File: src/rtl/cpu_pkg.sv
// Shared CPU control definitions for the PC controller slice.
// Holds the PC source-mux codes, exception cause codes, the exception
// vector base address, the exception FSM state encoding and the grant
// bit positions used by the request arbiter.
package cpu_pkg;

  // Select codes for the 8-input PC source mux; 6 and 7 are never driven.
  typedef enum logic [2:0] {
    PC_SRC_SEQ = 3'd0,
    PC_SRC_BR  = 3'd1,
    PC_SRC_JMP = 3'd2,
    PC_SRC_RS  = 3'd3,
    PC_SRC_VEC = 3'd4,
    PC_SRC_EPC = 3'd5
  } pc_src_e;

  typedef enum logic [1:0] {
    CAUSE_INV_OP = 2'd0,
    CAUSE_OVF    = 2'd1,
    CAUSE_DIV0   = 2'd2,
    CAUSE_RSVD   = 2'd3
  } exc_cause_e;

  localparam logic [7:0] EXC_VEC_BASE = 8'd253;

  typedef enum logic [1:0] {
    ST_IDLE    = 2'd0,
    ST_EXC_EPC = 2'd1,
    ST_EXC_RD  = 2'd2,
    ST_EXC_LD  = 2'd3
  } pc_state_e;

  // One-hot grant vector bit positions.
  localparam int GNT_W   = 6;
  localparam int GNT_SEQ = 0;
  localparam int GNT_BR  = 1;
  localparam int GNT_JMP = 2;
  localparam int GNT_RS  = 3;
  localparam int GNT_EPC = 4;
  localparam int GNT_EXC = 5;

  // Vector byte address for a cause; the reserved cause aliases the base
  // so the address never wraps past 255.
  function automatic logic [7:0] exc_vec_addr(input logic [1:0] cause);
    return (cause == CAUSE_RSVD) ? EXC_VEC_BASE : EXC_VEC_BASE + {6'd0, cause};
  endfunction

endpackage

File: src/rtl/pc_ctrl_if.sv
// Request/response bundle between the decode stage and the PC controller.
// master: requester side (drives requests, receives PC/EPC/memory controls).
// slave : pc_ctrl side.
interface pc_ctrl_if;
  logic       seq_req;
  logic       br_req;
  logic       br_cond;
  logic       j_req;
  logic       jr_req;
  logic       rte_req;
  logic       exc_req;
  logic [1:0] exc_cause;
  logic [2:0] pc_src;
  logic       pc_write;
  logic       epc_write;
  logic       exc_mem_rd;
  logic [7:0] exc_addr;
  logic       busy;

  modport master (
    output seq_req, br_req, br_cond, j_req, jr_req, rte_req, exc_req, exc_cause,
    input  pc_src, pc_write, epc_write, exc_mem_rd, exc_addr, busy
  );

  modport slave (
    input  seq_req, br_req, br_cond, j_req, jr_req, rte_req, exc_req, exc_cause,
    output pc_src, pc_write, epc_write, exc_mem_rd, exc_addr, busy
  );
endinterface

File: src/rtl/pc_req_arb.sv
// Fixed-priority PC request resolver (combinational).
// Priority: exc > rte > jr > j > branch-taken > seq.
// Inputs : individual request lines, br_cond qualifying br_req.
// Outputs: gnt, one-hot (or all zero when nothing is requested).
module pc_req_arb import cpu_pkg::*; (
  input  logic             exc_req,
  input  logic             rte_req,
  input  logic             jr_req,
  input  logic             j_req,
  input  logic             br_req,
  input  logic             br_cond,
  input  logic             seq_req,
  output logic [GNT_W-1:0] gnt
);
  // A not-taken branch simply drops out; if seq_req is also up it wins
  // on its own, which gives the fall-through behaviour.
  always_comb begin
    gnt = '0;
    if (exc_req)                gnt[GNT_EXC] = 1'b1;
    else if (rte_req)           gnt[GNT_EPC] = 1'b1;
    else if (jr_req)            gnt[GNT_RS]  = 1'b1;
    else if (j_req)             gnt[GNT_JMP] = 1'b1;
    else if (br_req && br_cond) gnt[GNT_BR]  = 1'b1;
    else if (seq_req)           gnt[GNT_SEQ] = 1'b1;
  end
endmodule

File: src/rtl/pc_ctrl.sv
// PC controller: arbitrates PC update requests and sequences exception
// entry (save EPC, fetch vector from memory, load PC).
// Optional feature macro: PC_CTRL_EXC_EN enables the exception sequence;
// without it exc_req is ignored and the exception outputs are tied to 0.
// Ports: clk, reset_n (async, active low), bus (pc_ctrl_if.slave) carrying
// the request lines and pc_src/pc_write/epc_write/exc_mem_rd/exc_addr/busy.
// MEM_LAT: vector fetch latency in cycles, legal 1..7.
module pc_ctrl import cpu_pkg::*; #(
  parameter int MEM_LAT = 2
) (
  input  logic       clk,
  input  logic       reset_n,
  pc_ctrl_if.slave   bus
);
`ifdef PC_CTRL_EXC_EN
  localparam bit EXC_EN = 1'b1;
`else
  localparam bit EXC_EN = 1'b0;
`endif
  localparam logic [2:0] LAT = 3'(MEM_LAT);

  pc_state_e        state_q, state_d;
  logic [2:0]       cnt_q, cnt_d;
  logic [2:0]       pc_src_q, pc_src_d;
  logic             pc_write_q, pc_write_d;
  logic [7:0]       exc_addr_q, exc_addr_d;
  logic [GNT_W-1:0] gnt;

  pc_req_arb u_arb (
    .exc_req (EXC_EN && bus.exc_req),
    .rte_req (bus.rte_req),
    .jr_req  (bus.jr_req),
    .j_req   (bus.j_req),
    .br_req  (bus.br_req),
    .br_cond (bus.br_cond),
    .seq_req (bus.seq_req),
    .gnt     (gnt)
  );

  always_ff @(posedge clk or negedge reset_n) begin
    if (!reset_n) begin
      state_q    <= ST_IDLE;
      cnt_q      <= '0;
      pc_src_q   <= PC_SRC_SEQ;
      pc_write_q <= 1'b0;
      exc_addr_q <= '0;
    end else begin
      state_q    <= state_d;
      cnt_q      <= cnt_d;
      pc_src_q   <= pc_src_d;
      pc_write_q <= pc_write_d;
      exc_addr_q <= exc_addr_d;
    end
  end

  // Next state; the counter is loaded on EXC_EPC entry and only
  // decrements while nonzero, leaving EXC_RD on its last count.
  always_comb begin
    state_d = state_q;
    cnt_d   = cnt_q;
    case (state_q)
      ST_IDLE: if (gnt[GNT_EXC]) begin
        state_d = ST_EXC_EPC;
        cnt_d   = LAT;
      end
      ST_EXC_EPC: state_d = ST_EXC_RD;
      ST_EXC_RD: begin
        if (cnt_q <= 3'd1) state_d = ST_EXC_LD;
        if (cnt_q != 3'd0) cnt_d = cnt_q - 3'd1;
      end
      ST_EXC_LD: state_d = ST_IDLE;
      default:   state_d = ST_IDLE;
    endcase
  end

  // Registered outputs: requests only win in IDLE, so anything arriving
  // while busy is dropped. pc_src holds its last value when idle.
  always_comb begin
    pc_src_d   = pc_src_q;
    pc_write_d = 1'b0;
    exc_addr_d = exc_addr_q;
    if (state_q == ST_IDLE) begin
      if (gnt[GNT_EXC]) begin
        exc_addr_d = exc_vec_addr(bus.exc_cause);
      end else if (|gnt) begin
        pc_write_d = 1'b1;
        if (gnt[GNT_EPC])      pc_src_d = PC_SRC_EPC;
        else if (gnt[GNT_RS])  pc_src_d = PC_SRC_RS;
        else if (gnt[GNT_JMP]) pc_src_d = PC_SRC_JMP;
        else if (gnt[GNT_BR])  pc_src_d = PC_SRC_BR;
        else                   pc_src_d = PC_SRC_SEQ;
      end
    end else if (state_q == ST_EXC_RD && state_d == ST_EXC_LD) begin
      pc_src_d   = PC_SRC_VEC;
      pc_write_d = 1'b1;
    end
  end

  assign bus.pc_src     = pc_src_q;
  assign bus.pc_write   = pc_write_q;
  assign bus.epc_write  = EXC_EN && (state_q == ST_EXC_EPC);
  assign bus.exc_mem_rd = EXC_EN && (state_q == ST_EXC_RD);
  assign bus.busy       = EXC_EN && (state_q != ST_IDLE);
  assign bus.exc_addr   = EXC_EN ? exc_addr_q : 8'd0;

endmodule

File: src/flat_wrapper.sv
// flat-port wrapper written by rule: the top's interface ports become plain ports
module pc_ctrl_flat import cpu_pkg::*;
#(
  parameter int MEM_LAT = 2
)
  (clk, reset_n, bus_seq_req, bus_br_req, bus_br_cond, bus_j_req, bus_jr_req, bus_rte_req, bus_exc_req, bus_exc_cause, bus_pc_src, bus_pc_write, bus_epc_write, bus_exc_mem_rd, bus_exc_addr, bus_busy);
  pc_ctrl_if bus_i ();
  input  logic clk;
  input  logic reset_n;
  input wire logic [$bits(bus_i.seq_req)-1:0] bus_seq_req;
  input wire logic [$bits(bus_i.br_req)-1:0] bus_br_req;
  input wire logic [$bits(bus_i.br_cond)-1:0] bus_br_cond;
  input wire logic [$bits(bus_i.j_req)-1:0] bus_j_req;
  input wire logic [$bits(bus_i.jr_req)-1:0] bus_jr_req;
  input wire logic [$bits(bus_i.rte_req)-1:0] bus_rte_req;
  input wire logic [$bits(bus_i.exc_req)-1:0] bus_exc_req;
  input wire logic [$bits(bus_i.exc_cause)-1:0] bus_exc_cause;
  output wire logic [$bits(bus_i.pc_src)-1:0] bus_pc_src;
  output wire logic [$bits(bus_i.pc_write)-1:0] bus_pc_write;
  output wire logic [$bits(bus_i.epc_write)-1:0] bus_epc_write;
  output wire logic [$bits(bus_i.exc_mem_rd)-1:0] bus_exc_mem_rd;
  output wire logic [$bits(bus_i.exc_addr)-1:0] bus_exc_addr;
  output wire logic [$bits(bus_i.busy)-1:0] bus_busy;
  assign bus_i.seq_req = bus_seq_req;
  assign bus_i.br_req = bus_br_req;
  assign bus_i.br_cond = bus_br_cond;
  assign bus_i.j_req = bus_j_req;
  assign bus_i.jr_req = bus_jr_req;
  assign bus_i.rte_req = bus_rte_req;
  assign bus_i.exc_req = bus_exc_req;
  assign bus_i.exc_cause = bus_exc_cause;
  assign bus_pc_src = bus_i.pc_src;
  assign bus_pc_write = bus_i.pc_write;
  assign bus_epc_write = bus_i.epc_write;
  assign bus_exc_mem_rd = bus_i.exc_mem_rd;
  assign bus_exc_addr = bus_i.exc_addr;
  assign bus_busy = bus_i.busy;
  pc_ctrl #(.MEM_LAT(MEM_LAT)) u_core (.clk(clk), .reset_n(reset_n), .bus(bus_i));
endmodule
File: config.mk
export PLATFORM = sky130hd
export DESIGN_NAME = pc_ctrl_flat
export DESIGN_NICKNAME = d
export VERILOG_FILES = /design/src/rtl/cpu_pkg.sv /design/src/rtl/pc_ctrl_if.sv /design/src/rtl/pc_req_arb.sv /design/src/rtl/pc_ctrl.sv /design/src/flat_wrapper.sv
export SDC_FILE = /design/constraint.sdc
export NUM_CORES = 1
export LEC_CHECK = 0
export ABC_AREA = 1
export ABC_CLOCK_PERIOD_IN_PS = 2029
export CORE_UTILIZATION = 41
export CTS_BUF_LIST = sky130_fd_sc_hd__clkbuf_2
export CTS_CLUSTER_SIZE = 10
export DETAILED_ROUTE_END_ITERATION = 10
export PLACE_DENSITY_LB_ADDON = 0.15
export SETUP_SLACK_MARGIN = 0.2
export SLEW_MARGIN = 30
export SYNTH_ARGS = -nofsm -noshare
export SYNTH_HDL_FRONTEND = slang
export SYNTH_SLANG_ARGS = --single-unit
File: constraint.sdc
create_clock -name clk -period 2.03 [get_ports clk]
set_clock_uncertainty 0.2 [all_clocks]
set_input_delay 0.406 -clock clk [delete_from_list [all_inputs] [get_ports clk]]
set_output_delay 0.406 -clock clk [all_outputs]
set_load 0.05 [all_outputs]
Word level (Yosys, flattened, before mapping) --
Cells that the tools add are included.
Cells by class: add/sub/neg operators 1, order comparisons 1, equality and inequality tests 5, muxes and demuxes 21, reduce and logical (&&, ||, !) cells 8
Operator list (number):
- two-way mux 3 bit | 7
- two-way mux 1 bit | 10
- one-hot mux 2 bit (4 select lines) | 1
- == test 2 bit (second input constant) | 3
- OR reduction 5 bit | 1
- two-way mux 2 bit | 2
- two-way mux 4 bit | 1
- AND reduction 2 bit | 2
- <= comparator 3 x 1 -> 1 bit (second input constant) | 1
- nonzero test 3 bit | 1
- subtractor 3 x 1 -> 3 bit (second input constant) | 1
- == test 2 x 1 -> 1 bit (second input constant) | 1
- logical AND 1 bit | 2
- zero test 2 bit | 1
- != test 2 bit (second input constant) | 1
- nonzero test 2 bit | 1
Word-level totals: register bits after elaboration 9, input bits 11, output and inout bits 15, word-level logic and storage cells 40

Depth between registers and ports, before layout --
Gate-level depths: netlist (run 1).
depth in word-level cells 11, depth in mapped cells 10, mapped depth without buffers 10

Hierarchy --
From an unflattened synthesis (run 1), not the netlist that was laid out.
Second synthesis, totals: cells, all modules 85, area total of the unflattened synthesis 655.6 um2
By module, submodules not included:
- pc_ctrl | times used 1, cells an instance 71, area an instance 596.8 um2, sequential area each 225.2 um2
- pc_req_arb | times used 1, cells an instance 14, area an instance 58.8 um2, sequential area each 0.0 um2

Least setup slack after synthesis (run 1) --
OpenSTA, ideal clock, no wires.
path type register to register, start register u_core.state_q[0], end register u_core.pc_src_q[2], in the netlist u_core.bus.pc_src[2], library setup time 0.118 ns, arrival 1.099 ns, required time 1.712 ns, slack 0.612 ns, cell stages (with the launch flop) 9, path buffers 0, period minus slack after synthesis 1.418 ns, path through dfrtp_1 -> inv_1 -> ha_1 -> inv_2 -> and3_1 -> nand2_2 -> nand2_2 -> nand2_1 -> nand2_1
On the way: word-level cells in the longest chain between the ends 6, elaborated cells between the ends (all ways) 12, those cells by class eq/ne (5); mux (3); reduce/logical (4)
RTL lines:
- start, declared | line pc_ctrl.sv:22 | pc_state_e state_q, state_d;
- start signal, assigned | line pc_ctrl.sv:48 | state_q <= state_d;
- == test 2 bit, or another cell as far along | line pc_ctrl.sv:61 | case (state_q)
- one-hot mux 2 bit (4 select lines) | line pc_ctrl.sv:61
- == test 2 bit | line pc_ctrl.sv:93 | end else if (state_q == ST_EXC_RD && state_d == ST_EXC_LD) begin
- logical AND 1 bit | line pc_ctrl.sv:93
- nonzero test 2 bit (no source line)
- AND reduction 2 bit (no source line)
- end signal, assigned | line pc_ctrl.sv:50 | pc_src_q <= pc_src_d;
- end, declared | line pc_ctrl.sv:24 | logic [2:0] pc_src_q, pc_src_d;
Several ways; a longest one is shown, not always the timed one. A chain may end at the register's enable or synchronous reset.

Worst setup path in the final report (run 1) --
Ends and elaborated chain as after synthesis.

==> results of run 1 <==
-- stage by stage --
step / cell area (sq um) / std cells / hold slack (ps) / utilization, %
6_report: 663 / 94 / 257 / 51.0
5_1_grt: 663 / 94 / 247 / 51.0
3_5_place_dp: 643 / 90 / 292 / 49.4
2_1_floorplan: 607 / 75 / -89.6 / -
4_1_cts: 663 / 94 / 262 / 51.0
3_3_place_gp: 643 / 90 / 291 / 49.4
-- cell families after synthesis --
group | after synthesis | synth area share, %
adders and majority gates | 5 | 11.0
AOI/OAI and AO/OA | 6 | 7.69
buffers and inverters | 20 | 20.4
xor gates and xnor gates | 2 | 3.08
other | 1 | 0.659
and+or+nand+nor | 22 | 17.6
DFF | 9 | 39.6
-- layout by cell type (no fill, tap or decap) --
cell,instances
sky130_fd_sc_hd__and3_1,1
sky130_fd_sc_hd__ha_1,5
sky130_fd_sc_hd__or2_4,1
sky130_fd_sc_hd__o21ai_0,3
sky130_fd_sc_hd__o21ai_4,1
sky130_fd_sc_hd__nor2_1,4
sky130_fd_sc_hd__clkdlybuf4s50_1,7
sky130_fd_sc_hd__o21ai_1,1
sky130_fd_sc_hd__buf_4,4
sky130_fd_sc_hd__nand3_1,4
sky130_fd_sc_hd__nand2_2,2
sky130_fd_sc_hd__o21a_1,1
sky130_fd_sc_hd__inv_1,7
sky130_fd_sc_hd__inv_2,2
sky130_fd_sc_hd__conb_1,11
sky130_fd_sc_hd__xor2_1,2
sky130_fd_sc_hd__nand2_1,10
sky130_fd_sc_hd__dfrtp_1,9
sky130_fd_sc_hd__clkbuf_2,4
-- power breakdown --
group	switching, mW	internal, mW
clock	0.0619	0.0524
sequential	0.00239	0.184
combinational	0.0748	0.0229
total	0.139	0.259
-- final timing paths --
path / end / depth (start not counted) / startpoint
worst max-delay path: u_core.bus.pc_src[2] / 8 / u_core.state_q[0]
worst min-delay path: u_core.state_q[0] / 1 / reset_n
worst max register to register: u_core.bus.pc_src[2] / 8 / u_core.state_q[0]
worst min register to register: u_core.cnt_q[2] / 1 / u_core.cnt_q[2]
max in group asynchronous: u_core.bus.pc_src[0] / 1 / reset_n
min in group clk: u_core.cnt_q[2] / 1 / u_core.cnt_q[2]
-- routing by layer --
metal	GRT usage (%)	share of wire [%]
met5	0	0
met4	7.76	0
met3	8.52	6.6
met2	20.0	45
met1	13.5	48
-- registers in the layout, indices dropped and copies added (netlist names) --
signal / flops
u_core.cnt_q: 3
u_core.state_q: 2
u_core.bus.pc_write: 1
u_core.bus.pc_src: 3
-- layout make-up --
cell class,instances,area (sq um)
multi-input cells,46,265
fillers,148,638
inverters,9,33.8
repair buffers,11,100
well taps,15,18.8
flip-flops and latches,9,225
clock buffers,4,20.0
-- worst max-delay path, cell delays in order (launching register included) --
cell	delay, ps
sky130_fd_sc_hd__dfrtp_1	370
sky130_fd_sc_hd__inv_1	90
sky130_fd_sc_hd__ha_1	310
sky130_fd_sc_hd__inv_2	60
sky130_fd_sc_hd__and3_1	150
sky130_fd_sc_hd__nand2_2	100
sky130_fd_sc_hd__nand2_2	60
sky130_fd_sc_hd__nand2_1	50
sky130_fd_sc_hd__nand2_1	50
==> impl_summary.md, run 1 <==
Run status
The flow ran to the end, and the final reports show no timing, DRC or antenna violations.

Global route
The overflow left after global routing is 0. Global routing used a little over an eighth of the available tracks. The via count of the first global-routing pass is between 300 and 400. The initial antenna violation count is 0. The first-pass GRT wire length is between 1000 and 1500 um. Entering global routing, the biggest net connects 10 pins.

Placement
The placer congestion estimate is 0.671. The HPWL after detailed placement is around 670 um. The count of buffers added on input and output ports is 11. The post-placement worst setup slack is 227 ps.

Die
The die is approximately 39 um tall. The die covers about 0.0015 sq mm. The core region is around 0.0013 sq mm.

Once the floorplan was initialized, standard cells occupied between 40% and 50% of the core. The die is between 30 and 40 um wide. The top-level port count is 26. The number of rows created at floorplan is 13.

CTS
The root buffer cell chosen for the clock tree is sky130_fd_sc_hd__clkbuf_2. TritonCTS built the clock tree. Clock latency on the worst-skew pair, taken at its later pin, is approximately 230 ps. The longest clock path from root to sink contains 2 buffers. The number of setup buffers added after CTS is 0.

Gates resized during post-CTS repair numbered 0. The clock slew seen by the registers of the worst setup and hold paths is ~90 ps. The post-cts hold buffer count is 0. The total CTS buffers is 3. In this run the number of H-tree levels came out at 1. The clock drives 9 sinks.

Setup path
Of all nets on the critical path, the largest fanout is 5. The critical path data arrival time is ~1500 ps. For the worst setup path, the data required time is approximately 2000 ps. STA classifies the critical path endpoint as a flop. For flop-to-flop paths, the worst setup slack is 480 ps.

STA classifies the critical path startpoint as a flop. The critical path class is flop to flop.

Routing
The detailed-route vias per instance is roughly 4.2. For this run, design rule violations remaining after detail routing come to 0. Once detail routing completed, the nets flagged for antenna violations numbered 0. For this block, the routed nets add up to 798 um of wire.

The routed layout has approximately 400 vias. The average detailed-routed wire length per instance is ~8.5 um. The number of iterations in the first detailed-routing pass is 3. In this run, the number of DRC markers left after iteration 0 of detailed routing was 4.

Yosys
The post-synthesis cell area is 569 sq um. After synthesis, the netlist uses 17 different library cells. The number of synthesized register bits is 9. Sorting the synthesized cells by how often they occur yields 11 x sky130_fd_sc_hd__buf_4, 10 x sky130_fd_sc_hd__nand2_1, 9 x sky130_fd_sc_hd__dfrtp_1, 7 x sky130_fd_sc_hd__inv_1, 5 x sky130_fd_sc_hd__ha_1. During synthesis, Yosys emitted a total of 0 warnings. The share of the Yosys chip area taken by registers is roughly 40%. The async set-reset flop share out of synthesis is 100%.

Of all cell types, the one taking the most synthesized area is sky130_fd_sc_hd__dfrtp_1. The most frequently used flop master after synthesis is sky130_fd_sc_hd__dfrtp_1. The top cell type's share of synthesized area is roughly 40%. The number of enable-type register cells in the synthesized netlist is 0. The cell with the most instances after synthesis is sky130_fd_sc_hd__buf_4. The instance count of the mapped netlist is 65. The per-instance average area after synthesis is between 8 and 9 sq um. Sorting the synthesized cells by area gives the leading types as sky130_fd_sc_hd__dfrtp_1 40%, sky130_fd_sc_hd__buf_4 15%, sky130_fd_sc_hd__ha_1 11%.

Finish
The post-route netlist has between 10% and 20% of its cells at a drive strength greater than 1. The final net count is 96. The total inserted antenna cells is 0.

The growth of design area from synthesis to finish is 16.5%.

Timing
Summed over all failing endpoints, the final setup total negative slack is 0 ps. Setup violations remaining at the end of the flow were counted as 0. The maximum operating frequency is around 650 MHz. Counting I/O delays and the setup requirement, the final critical path takes between 1500 and 2000 ps. Setup repair after global routing left no endpoint under its margin. The number of failing hold endpoints at the final stage is 0. Setup slack closes at between 400 and 500 ps. The final clock period utilization by the worst path is 76.2%.

The count of pins over their slew limit came to 0.

Pwr
The worst supply voltage drop on vdd is around 350 uV. The power density of the placed cells is between 600 and 700 mW/mm^2. The overall power consumption is between 0.3 and 0.4 mW. Summed over all cells, the static leakage comes to roughly 0.36 nW.

Worst hold path
The path class of the lowest-slack min-delay path is input pin to async pin.

Job
Max-cap violations in this run came to 0.
No activity file was read; power rests on OpenSTA's default activity.
==> run 2: changes to the inputs <==
- ABC_CLOCK_PERIOD_IN_PS: 2029 -> 1260
- CORE_UTILIZATION: 41 -> 37
- clock period: 2.03 -> 1.26 ns (I/O delays scaled with it)
==> impl_summary.md, run 2 (synthesis results as in run 1) <==
Routing
The total routed wirelength is 1100 um (+38%). The average detailed-routed wire length per instance is 10.3 um (+21%). The number of iterations in the first detailed-routing pass came to 2 (-1). The detailed-route vias per instance is 4.24 (+0.46%). The post-route DRC violation count was 0 (unchanged).

The total number of vias is 454 (+14%). The starting DRC count in detailed routing is 3 (-1). The number of antenna-violating nets in the routed design is 0 (unchanged).

Worst hold path
The min-delay analysis places its worst path in the category input pin to async pin.

Placement
The placer congestion estimate is 0.727 (+8.4%). The total placed cells including tap cells came to 99 (+10%). The area after detailed placement is 802 sq um (+25%). The half-perimeter wire length of the detailed placement result came to 772 um (+15%). The number of input and output port buffers inserted is 11 (unchanged).

Finish
The final net count is 109 (+14%). The share of final-layout standard cells stronger than drive strength 1 is 53.3% (+36 points). The register area was 225 sq um (unchanged). The number of filler instances in the final layout came to 118 (-20%). The number of standard cells in the layout, taps in and fillers out was 107 (+14%). The utilization after layout is 68.6% (+18 points).

The multi-input logic area was 380 sq um (+43%). The area of all placed cells without fillers is 937 sq um (+41%). The library cell used most frequently in the layout, excluding fill and tap cells, is sky130_fd_sc_hd__conb_1. From synthesis to final layout, the design area changed by 64.6%. The total inserted antenna cells is 0 (unchanged). In the layout the commonest cells are 11 x sky130_fd_sc_hd__conb_1, 10 x sky130_fd_sc_hd__buf_4, 9 x sky130_fd_sc_hd__dfrtp_1, 8 x sky130_fd_sc_hd__inv_2.

Die
The number of rows created at floorplan is 13 (unchanged). The horizontal die dimension is 41.2 um (+5.0%). The die outline area is 0.00170 sq mm (+10%). The starting utilization of the core area came to 41.7% (-2.1 points). The core footprint is 0.00137 sq mm (+5.0%). The top-level port count is 26 (unchanged). The die height is 41.2 um (+5.0%).

Timing
The number of failing hold endpoints at the final stage is 0 (unchanged). The setup slack after layout is -141 ps (-624 ps). The final clock period utilization by the worst path came to 111% (+35 points). The maximum operating frequency is 714 MHz (+10%). Setup repair after global routing could not meet its margin everywhere. The final-report setup violation count is 11 (+11).

The clock period minus worst slack is 1400 ps (-146 ps). The count of pins over their slew limit came to 0 (unchanged).

Global route
The overflow left after global routing is 0 (unchanged). The first-pass GRT wire length is 1460 um (+17%). The all-layer global routing usage is 13.7% (+0.52 points). The via count of the first global-routing pass came to 383 (+22%).

The pin count of the biggest net entering global routing is 10 (unchanged). The initial antenna violation count is 0 (unchanged).

Setup path
The maximum net fanout on the critical path is 3 (-2). The critical path is of the flop to flop type. The endpoint required time on the critical path is 1190 ps (-770 ps). The kind of start point of the critical path is a flop. The critical path data arrival time was 1330 ps (-150 ps). The type of element capturing the critical path is a flop.

Run status
The flow ran to the end, but the final reports show violations. The checks that failed: negative setup slack.

CTS
The buffer cell driving the clock tree root is sky130_fd_sc_hd__clkbuf_2. The maximum buffer depth of the clock tree came to 2 (unchanged). The clock slew seen by the registers of the worst setup and hold paths was 90 ps (about the same). The clock sink count was 9 (unchanged). The clock latency on the worst-skew pair is 240 ps (about the same). The maximum level of the CTS H-tree is 1 (unchanged). TritonCTS built the clock tree. The post-cts hold buffer count came to 0 (unchanged).

The total CTS buffers is 3 (unchanged).

Pwr
The power share of the sequential group is 44.5% (-2.3 points). The clock network fraction of design power was 26.5% (-2.2 points). The internal portion of total power is 0.451 mW (+74%).

The switching power is 0.232 mW (+67%). The power density of the placed cells came to 729 mW/mm^2 (+21%). The worst supply voltage drop on vdd was 429 uV (+21%). The cell leakage power is 0.466 nW (+30%). The fraction of power spent switching nets is 34.0% (-0.94 points). The share of total power in combinational logic came to 29.0% (+4.5 points).

Job
The reported max-cap violation count came to 0 (unchanged).
-- run 2: cell types whose count changed in the layout (fill, tap and decap cells not counted), sizes merged --
| cell | previous run | this run |
|---|---|---|
| buf | 4 | 17 |
-- run 2: repair_timing --
| item | in CTS | in global routing |
|---|---|---|
| endpoints found under the setup margin | 12 | 12 |
| gates resized for setup | 12 | 11 |
| endpoints found under the hold margin | 0 | 0 |
| pin swaps | 9 | 4 |
| setup buffers | 4 | 0 |
| cloned | 0 | 0 |
-- run 2: path summary, 6_finish.rpt --
kind	from	end	slack [ps]	depth (start not counted)
worst max-delay path	u_core.cnt_q[0]	u_core.cnt_q[0]	-140	6
worst min-delay path	reset_n	u_core.bus.pc_src[2]	80	2
worst max register to register	u_core.cnt_q[0]	u_core.cnt_q[0]	-140	6
worst min register to register	u_core.cnt_q[2]	u_core.cnt_q[2]	380	1
max in group asynchronous	reset_n	u_core.cnt_q[0]	630	2
min in group clk	u_core.cnt_q[2]	u_core.cnt_q[2]	380	1
-- run 2: power by group through the flow --
stage               Combinational [mW]  Sequential [mW]  Clock, mW
global route                     0.210            0.305      0.208
floorplan                        0.114            0.333          0
CTS                              0.196            0.304      0.188
finish                           0.198            0.304      0.181
global placement                 0.184            0.310          0
detailed placement               0.184            0.310          0
-- run 2: per-stage QoR --
step	setup TNS, ps	setup slack [ps]	hold WS (ps)	power [mW]
CTS	-794	-125	78.8	0.688
finish	-816	-141	82.6	0.684
global placement	-1290	-324	312	0.494
global route	-1520	-210	72.8	0.723
floorplan	-243	-70.9	-244	0.447
detailed placement	-1360	-342	317	0.495
-- run 2: worst max-delay path, stage by stage, from the launching register on --
cell and delay, ps:
sky130_fd_sc_hd__dfrtp_1 430, sky130_fd_sc_hd__inv_2 80, sky130_fd_sc_hd__ha_4 160, sky130_fd_sc_hd__inv_2 70
sky130_fd_sc_hd__o21ai_4 70, sky130_fd_sc_hd__buf_6 130, sky130_fd_sc_hd__xor2_2 160
-- run 2: routing by layer --
metal / GRT usage, % / part of all wire (%) / up-vias
met5: 0 / 0 / -
met4: 4.84 / 0 / 0
met3: 6.52 / 4.9 / 0
met2: 21.9 / 52 / 19
met1: 15.9 / 43 / 203
li1: - / - / 232
-- run 2: layout make-up --
cell class	count	area share (%)
sequential	9	24.0
tap	15	2.00
clock buffer	4	2.14
multi-input combinational	46	40.6
timing repair buffer	24	27.6
inverter	9	3.60
